File: config.mk
export PLATFORM = sky130hd
export DESIGN_NAME = w_grf_writeback
export DESIGN_NICKNAME = d
export VERILOG_FILES = /design/src/rtl/w_grf_writeback.sv
export SDC_FILE = /design/constraint.sdc
export NUM_CORES = 2
export LEC_CHECK = 0
export CAP_MARGIN = 20
export CORE_UTILIZATION = 54
export DETAILED_ROUTE_END_ITERATION = 12
export PLACE_DENSITY_LB_ADDON = 0.12
export SLEW_MARGIN = 20
export SYNTH_ARGS = -nofsm -noshare
export SYNTH_HDL_FRONTEND = slang
export SYNTH_SLANG_ARGS = --single-unit
File: constraint.sdc
create_clock -name clk -period 3 [get_ports clk]
set_input_delay 0.6 -clock clk [delete_from_list [all_inputs] [get_ports clk]]
set_output_delay 0.6 -clock clk [all_outputs]
set_load 0.03 [all_outputs]
File: src/rtl/w_grf_writeback.sv
// W-stage write-back: selects the write-back value, gates the write,
// commits to the 32x32 general register file, serves two D-stage read
// ports with same-cycle write-through, and keeps a retire trace/counter.
module w_grf_writeback #(
  parameter int unsigned NREG     = 32,
  parameter logic [31:0] PC_RESET = 32'h0000_3000
) (
  input  logic        clk,
  input  logic        reset,
  input  logic [31:0] W_C,
  input  logic [31:0] W_DR,
  input  logic [31:0] W_PC8,
  input  logic [31:0] W_HILO,
  input  logic [31:0] W_PC,
  input  logic [4:0]  W_A3,
  input  logic [1:0]  W_WDSel,
  input  logic        W_RegWrite,
  input  logic        W_CondWr,
  input  logic        W_Cndtn,
  input  logic [4:0]  D_A1,
  input  logic [4:0]  D_A2,
  output logic [31:0] D_RD1,
  output logic [31:0] D_RD2,
  output logic [31:0] W_WD,
  output logic        W_WE,
  output logic        tr_valid,
  output logic [31:0] tr_pc,
  output logic [4:0]  tr_a3,
  output logic [31:0] tr_wd,
  output logic [31:0] retire_cnt
);

  localparam int unsigned XLEN = 32;
  localparam int unsigned AW   = 5;

  localparam logic [1:0] SEL_ALU  = 2'd0;
  localparam logic [1:0] SEL_LOAD = 2'd1;
  localparam logic [1:0] SEL_LINK = 2'd2;
  localparam logic [1:0] SEL_HILO = 2'd3;

  logic [XLEN-1:0] regs [NREG];

  // Write-back data select.
  always_comb begin
    W_WD = W_C;
    case (W_WDSel)
      SEL_ALU:  W_WD = W_C;
      SEL_LOAD: W_WD = W_DR;
      SEL_LINK: W_WD = W_PC8;
      SEL_HILO: W_WD = W_HILO;
      default:  W_WD = W_C;
    endcase
  end

  // Effective write: r0 is never a target, a failed condition cancels the write.
  assign W_WE = W_RegWrite & (W_A3 != AW'(0)) & (~W_CondWr | W_Cndtn);

  // Register file storage; r0 stays zero because W_WE excludes it.
  always_ff @(posedge clk or negedge reset) begin
    if (!reset) begin
      for (int i = 0; i < int'(NREG); i++) regs[i] <= '0;
    end else if (W_WE) begin
      regs[W_A3] <= W_WD;
    end
  end

  // Read port 1 with write-through bypass.
  always_comb begin
    D_RD1 = '0;
    if (D_A1 == AW'(0))             D_RD1 = '0;
    else if (W_WE && D_A1 == W_A3)  D_RD1 = W_WD;
    else                            D_RD1 = regs[D_A1];
  end

  // Read port 2 with write-through bypass.
  always_comb begin
    D_RD2 = '0;
    if (D_A2 == AW'(0))             D_RD2 = '0;
    else if (W_WE && D_A2 == W_A3)  D_RD2 = W_WD;
    else                            D_RD2 = regs[D_A2];
  end

  // Retire trace: pulse valid on a commit, hold the payload otherwise.
  always_ff @(posedge clk or negedge reset) begin
    if (!reset) begin
      tr_valid <= 1'b0;
      tr_pc    <= PC_RESET;
      tr_a3    <= '0;
      tr_wd    <= '0;
    end else begin
      tr_valid <= W_WE;
      if (W_WE) begin
        tr_pc <= W_PC;
        tr_a3 <= W_A3;
        tr_wd <= W_WD;
      end
    end
  end

  // Retire counter, wraps naturally at 2^32.
  always_ff @(posedge clk or negedge reset) begin
    if (!reset)    retire_cnt <= '0;
    else if (W_WE) retire_cnt <= retire_cnt + XLEN'(1);
  end

endmodule

=== Word-level counts from Yosys, hierarchy flattened ===
Cells that the tools add are included.

* Reduce and logical (&&, ||, !) cells: 7
* Muxes and demuxes: 14
* Bitwise operators: 7
* $lt $le $gt $ge: 4
* Eq/ne operators: 5
* $add $sub $neg: 1

{| class="wikitable"
|+ Operator list
! operator !! number
|-
| 1024-bit bitwise mux || 1
|-
| 32-bit binary-select mux with 5-bit select || 2
|-
| 32-bit 2-to-1 mux || 9
|-
| 32-bit demux with 5-bit select || 1
|-
| 32-bit one-hot mux with 4 select lines || 1
|-
| 32-bit by 1-bit adder with 32-bit output, second input constant || 1
|-
| 6-bit greater-or-equal comparator, second input constant || 3
|-
| 5-bit inverter with 6-bit output || 3
|-
| 5-bit equality test || 2
|-
| 5-bit zero test || 2
|-
| 6-bit by 1-bit < comparator with 1-bit output, second input constant || 1
|-
| 5-bit nonzero test || 1
|-
| 2-bit equality test, second input constant || 2
|-
| 1-bit logical AND || 3
|-
| 1-bit AND || 2
|-
| 2-bit by 1-bit equality test with 1-bit output, second input constant || 1
|-
| 2-bit zero test || 1
|-
| 1-bit inverter || 1
|-
| 1-bit bitwise OR || 1
|}

* Logic and storage cells: 75
* Output and inout port bits: 199
* Input port bits: 182
* Flip-flop bits (word level): 1126

=== Longest topological paths before layout ===
* Depth in word-level cells: 6
* Gate-level depth with buffers: 9
* Gate-level depth less buffers: 5

=== Worst setup path before layout ===
OpenSTA, ideal clock, no wires.

* Path type: input-to-output
* Start point: in D_A1[0]
* End point: out D_RD1[30]
* Path buffers: 4
* Stages: 7
* Path slack: -0.277 ns
* Data arrival time: 2.677 ns
* Cell sequence: clkbuf_2 -> buf_2 -> buf_2 -> buf_4 -> mux4_2 -> mux4_2 -> a21oi_1

* Word-level cells in the longest chain between the ends: 6

{| class="wikitable"
|+ Ends and longest elaborated chain
! item !! line !! RTL
|-
| start: declaration || 20 || <nowiki>input logic [4:0] D_A1,</nowiki>
|-
| 5-bit inverter with 6-bit output (implied by the code) || 72 || <nowiki>else D_RD1 = regs[D_A1];</nowiki>
|-
| 32-bit binary-select mux with 5-bit select || 72 ||
|-
| 32-bit 2-to-1 mux (implied by the code) (2 in series) || 72 ||
|-
| 32-bit 2-to-1 mux || 71 || <nowiki>else if (W_WE && D_A1 == W_A3) D_RD1 = W_WD;</nowiki>
|-
| 32-bit 2-to-1 mux (*) || 70 || <nowiki>if (D_A1 == AW'(0)) D_RD1 = '0;</nowiki>
|-
| end: declaration || 22 || <nowiki>output logic [31:0] D_RD1,</nowiki>
|}

Every way passes the cells marked *; elsewhere a longest branch is shown, timed or not. The select of a mux whose other input is x is not followed.

=== Final worst setup path ===
* Start point: reg regs[862] (netlist bit)
* End point: out D_RD2[30]

* Word-level cells in the longest chain between the ends: 5

{| class="wikitable"
|+ Ends and longest elaborated chain
! item !! line !! RTL
|-
| start: declaration || 41 || <nowiki>logic [XLEN-1:0] regs [NREG];</nowiki>
|-
| start signal: indexed assignment || 63 || <nowiki>regs[W_A3] <= W_WD;</nowiki>
|-
| 32-bit binary-select mux with 5-bit select || 80 || <nowiki>else D_RD2 = regs[D_A2];</nowiki>
|-
| 32-bit 2-to-1 mux (implied by the code) (2 in series) || 80 ||
|-
| 32-bit 2-to-1 mux || 79 || <nowiki>else if (W_WE && D_A2 == W_A3) D_RD2 = W_WD;</nowiki>
|-
| 32-bit 2-to-1 mux || 78 || <nowiki>if (D_A2 == AW'(0)) D_RD2 = '0;</nowiki>
|-
| end: declaration || 23 || <nowiki>output logic [31:0] D_RD2,</nowiki>
|}

Every way passes these cells. The select of a mux whose other input is x is not followed.

==> metrics.cfg <==
[layout]
drive_gt1_share_pct = 33.7
final_common_cell = dfrtp_1
utilization_pct = 70.8
finalNetCount = 5791
final_cell_mix = 1124 x dfrtp_1, 1115 x nand2_1, 962 x o21ai_0
area_delta_synth_final_pct = 29.8
final_cells = 7099

[synthesis]
yosysSeqAreaShare_pct = 49.1
synth_compound_area_share_pct = 12.4
ys_types = 56
synth.avg_cell_area_um2 = 11.4
synthXorXnorAreaFrac_pct = 0.626
ys_dominant_reg_cell = dfrtp_1
synth_edf_count = 0
synth_top_family_by_area = multiplexers
synth_seq_cells = 1126
synth_mux_area_share_pct = 24.5
ys_warn_count = 0
syn_nets = 5199
syn_inst = 5016
synth-async-reset-ratio_pct = 100
synth_area_mm2 = 0.0574
synth-simple-area-share_pct = 9.13
yosys.area_share.adder_pct = 0.0218

[worst_hold_path]
hold_path_depth = 3
min_path_type = in2reg

[setup_path]
crit_type = reg2out
rr_worst_depth = 5
required_ns = 2.40
setup.worst_path.end = D_RD2[30]
regToRegSetupSlack_ns = 0.82
r2r-start = retire_cnt[10]
crit_path_end_kind = primary output
worstPathArrival_ns = 2.68
crit_start = regs[862]
crit_fanout = 3
r2r-end = retire_cnt[23]
start_kind = flop

[placed_design]
numPlacedInstances = 6741
gp_congestion = 0.909
post-dp-hpwl_mm = 130
io_buffer_count = 380

[outcome]
run_status = finished, violations left
violations = negative setup slack

[power_and_ir_drop]
ir_drop_uv = 660
pwr-share-comb_pct = 26.0
switching_share_pct = 30.6
p_per_area_mw_per_mm2 = 641
p_int_mw = 33.1
clkPwrFrac_pct = 31.6
seqPwrFrac_pct = 42.3
switchingPower_mw = 14.6
power_leakage_nw = 32.5
power_mw = 47.7

[cts]
worstSkewPairLatency_ns = 0.71
cts_made_buffers = 116
htree_levels = 3
cts_tree = done
cts_sinks = 1126
cts_buffer_depth = 3
cts.clk_slew.worst_paths_ns = 0.06
cts_root_buffer = clkbuf_16

[detailed_routing]
wire_per_inst_um = 28.5
firstDrtPassIters = 6
drc = 0
dr.first_iter.drc_count = 5647
routed_wl_mm = 203
avgViaCountPerCell = 6.52
via_count = 46254
drtAntennaViolNets = 0

[die]
die_w_um = 328
die_h_um = 328
start_util_pct = 54.5
die-area_mm2 = 0.108
core-area_mm2 = 0.105
fp-row-count = 119
pin_count = 381

[grt]
grt_util_all_layers_pct = 37.7
grt_pass1_wl_mm = 299
grt_pass1_vias = 45913
antenna_found_initial = 6
gr-total-overflow = 0
grt_max_degree = 104

[sta]
slew-limit-headroom_pct = 46.9
post-route-period-util_pct = 109
period_needed_ns = 3.28
finalHoldViolCount = 0
setup_viol_count_final = 64
whs_ns = 0.384
fin_ws_ns = -0.276
maxSlewViolCount = 0
rsz0062_at_grt = yes
fmax_ghz = 0.305
skew_ns = 0.00580
worstMarginPinSlew_ns = 0.790

[flow_run]
timing.max_cap.violations = 0

-- power by group through the flow --
stage	combinational (mW)	clock, mW	sequential (mW)
detailed placement	11.4	0	20.3
CTS	12.0	15.2	20.1
global route	13.3	15.8	20.5
floorplan	6.70	0	20.0
global placement	11.1	0	20.1
finish	12.4	15.1	20.2
-- sequential cells by signal (all words and copies together) (netlist names) --
signal and cells:
tr_wd 32, retire_cnt 32, regs 1024, tr_pc 32
tr_a3 5, tr_valid 1
-- worst min-delay path by stage --
| stage | start | endpoint | slack [ns] |
|---|---|---|---|
| detailed placement | regs[1019] | regs[1019] | 0.38 |
| global placement | regs[1014] | regs[1014] | 0.38 |
| CTS | W_PC[13] | tr_pc[13] | 0.36 |
| floorplan | reset | regs[0] | 0.30 |
| global route | regs[1013] | regs[1013] | 0.41 |
| finish | W_PC[13] | tr_pc[13] | 0.38 |
-- repair_timing --
item | in CTS | in global routing
resized for setup | 294 | 164
cloned | 19 | 8
endpoints found under the setup margin | 66 | 67
endpoints found under the hold margin | 22 | 0
hold buffers | 1 | 0
setup buffers | 77 | 63
pin swaps | 87 | 89
-- critical path, cell delays in order (launching register included) --
cell	delay, ns
dfrtp_1	0.41
mux4_2	0.49
o311ai_2	0.09
a21oi_1	0.12
or4_1	0.48
and3_4	0.22
buf_6	0.14
-- logic make-up (layout without fill, tap and decap cells) --
| family | Yosys count | in the layout |
|---|---|---|
| AND/OR/NAND/NOR | 1301 | 1301 |
| buffers and inverters | 580 | 1271 |
| other | 0 | 1 |
| flip-flops | 1126 | 1126 |
| multiplexers | 697 | 697 |
| AO/OA/AOI/OAI | 1270 | 1270 |
| XOR/XNOR | 41 | 41 |
| adder cells (fa/ha/maj) | 1 | 1 |
-- through the flow --
step	TNS [ns]	setup WS, ns	instance area [um^2]
CTS	-10.76	-0.292	73300
floorplan	-1.39	-0.163	57700
global placement	-52.08	-0.938	67000
finish	-9.65	-0.276	74500
global route	-11.08	-0.329	74500
detailed placement	-54.08	-0.941	67000
-- cells in the mapped netlist, drive strengths merged (4+ instances only) --
library cell  instances  area share, %
clkbuf              390            2.6
nor2b                 6          0.065
and4                  5          0.076
buf                 153            1.4
nor3                 27           0.24
nand4                27           0.29
and3b                 4          0.061
o21ai               994            8.7
a221o                 8           0.14
a31o                 47           0.72
mux2i                40           0.70
xnor2                34           0.52
o311ai                4          0.092
and3                  6          0.065
o221ai                6          0.092
a22o                  9           0.14
nor4                  4          0.087
a21oi                 4          0.035
nand2              1163            7.6
nor3b                 5          0.074
nor2                  7          0.046
a22oi               141            1.8
nand3                25           0.22
o22ai                45           0.49
mux2                100            2.0
dfrtp              1124             49
a211oi                8           0.10
xor2                  7           0.11
mux4                557             22
inv                  37           0.24
-- layer usage --
layer / global-route usage [%] / share of wire [%]
met1: 52.1 / 38
met2: 56.8 / 46
met3: 10.0 / 12
met4: 16.3 / 4.3
met5: 0 / 0.018
-- layout make-up --
| class | instances | area, um^2 |
|---|---|---|
| fill | 7185 | 30800 |
| multi-input combinational | 3310 | 28500 |
| sequential | 1126 | 28200 |
| timing repair buffer | 1017 | 12000 |
| clock buffer | 171 | 3480 |
| tap | 1391 | 1740 |
| clock inverter | 46 | 490 |
| inverter | 37 | 139 |
| antenna | 1 | 2.50 |
No activity file was read; power rests on OpenSTA's default activity.
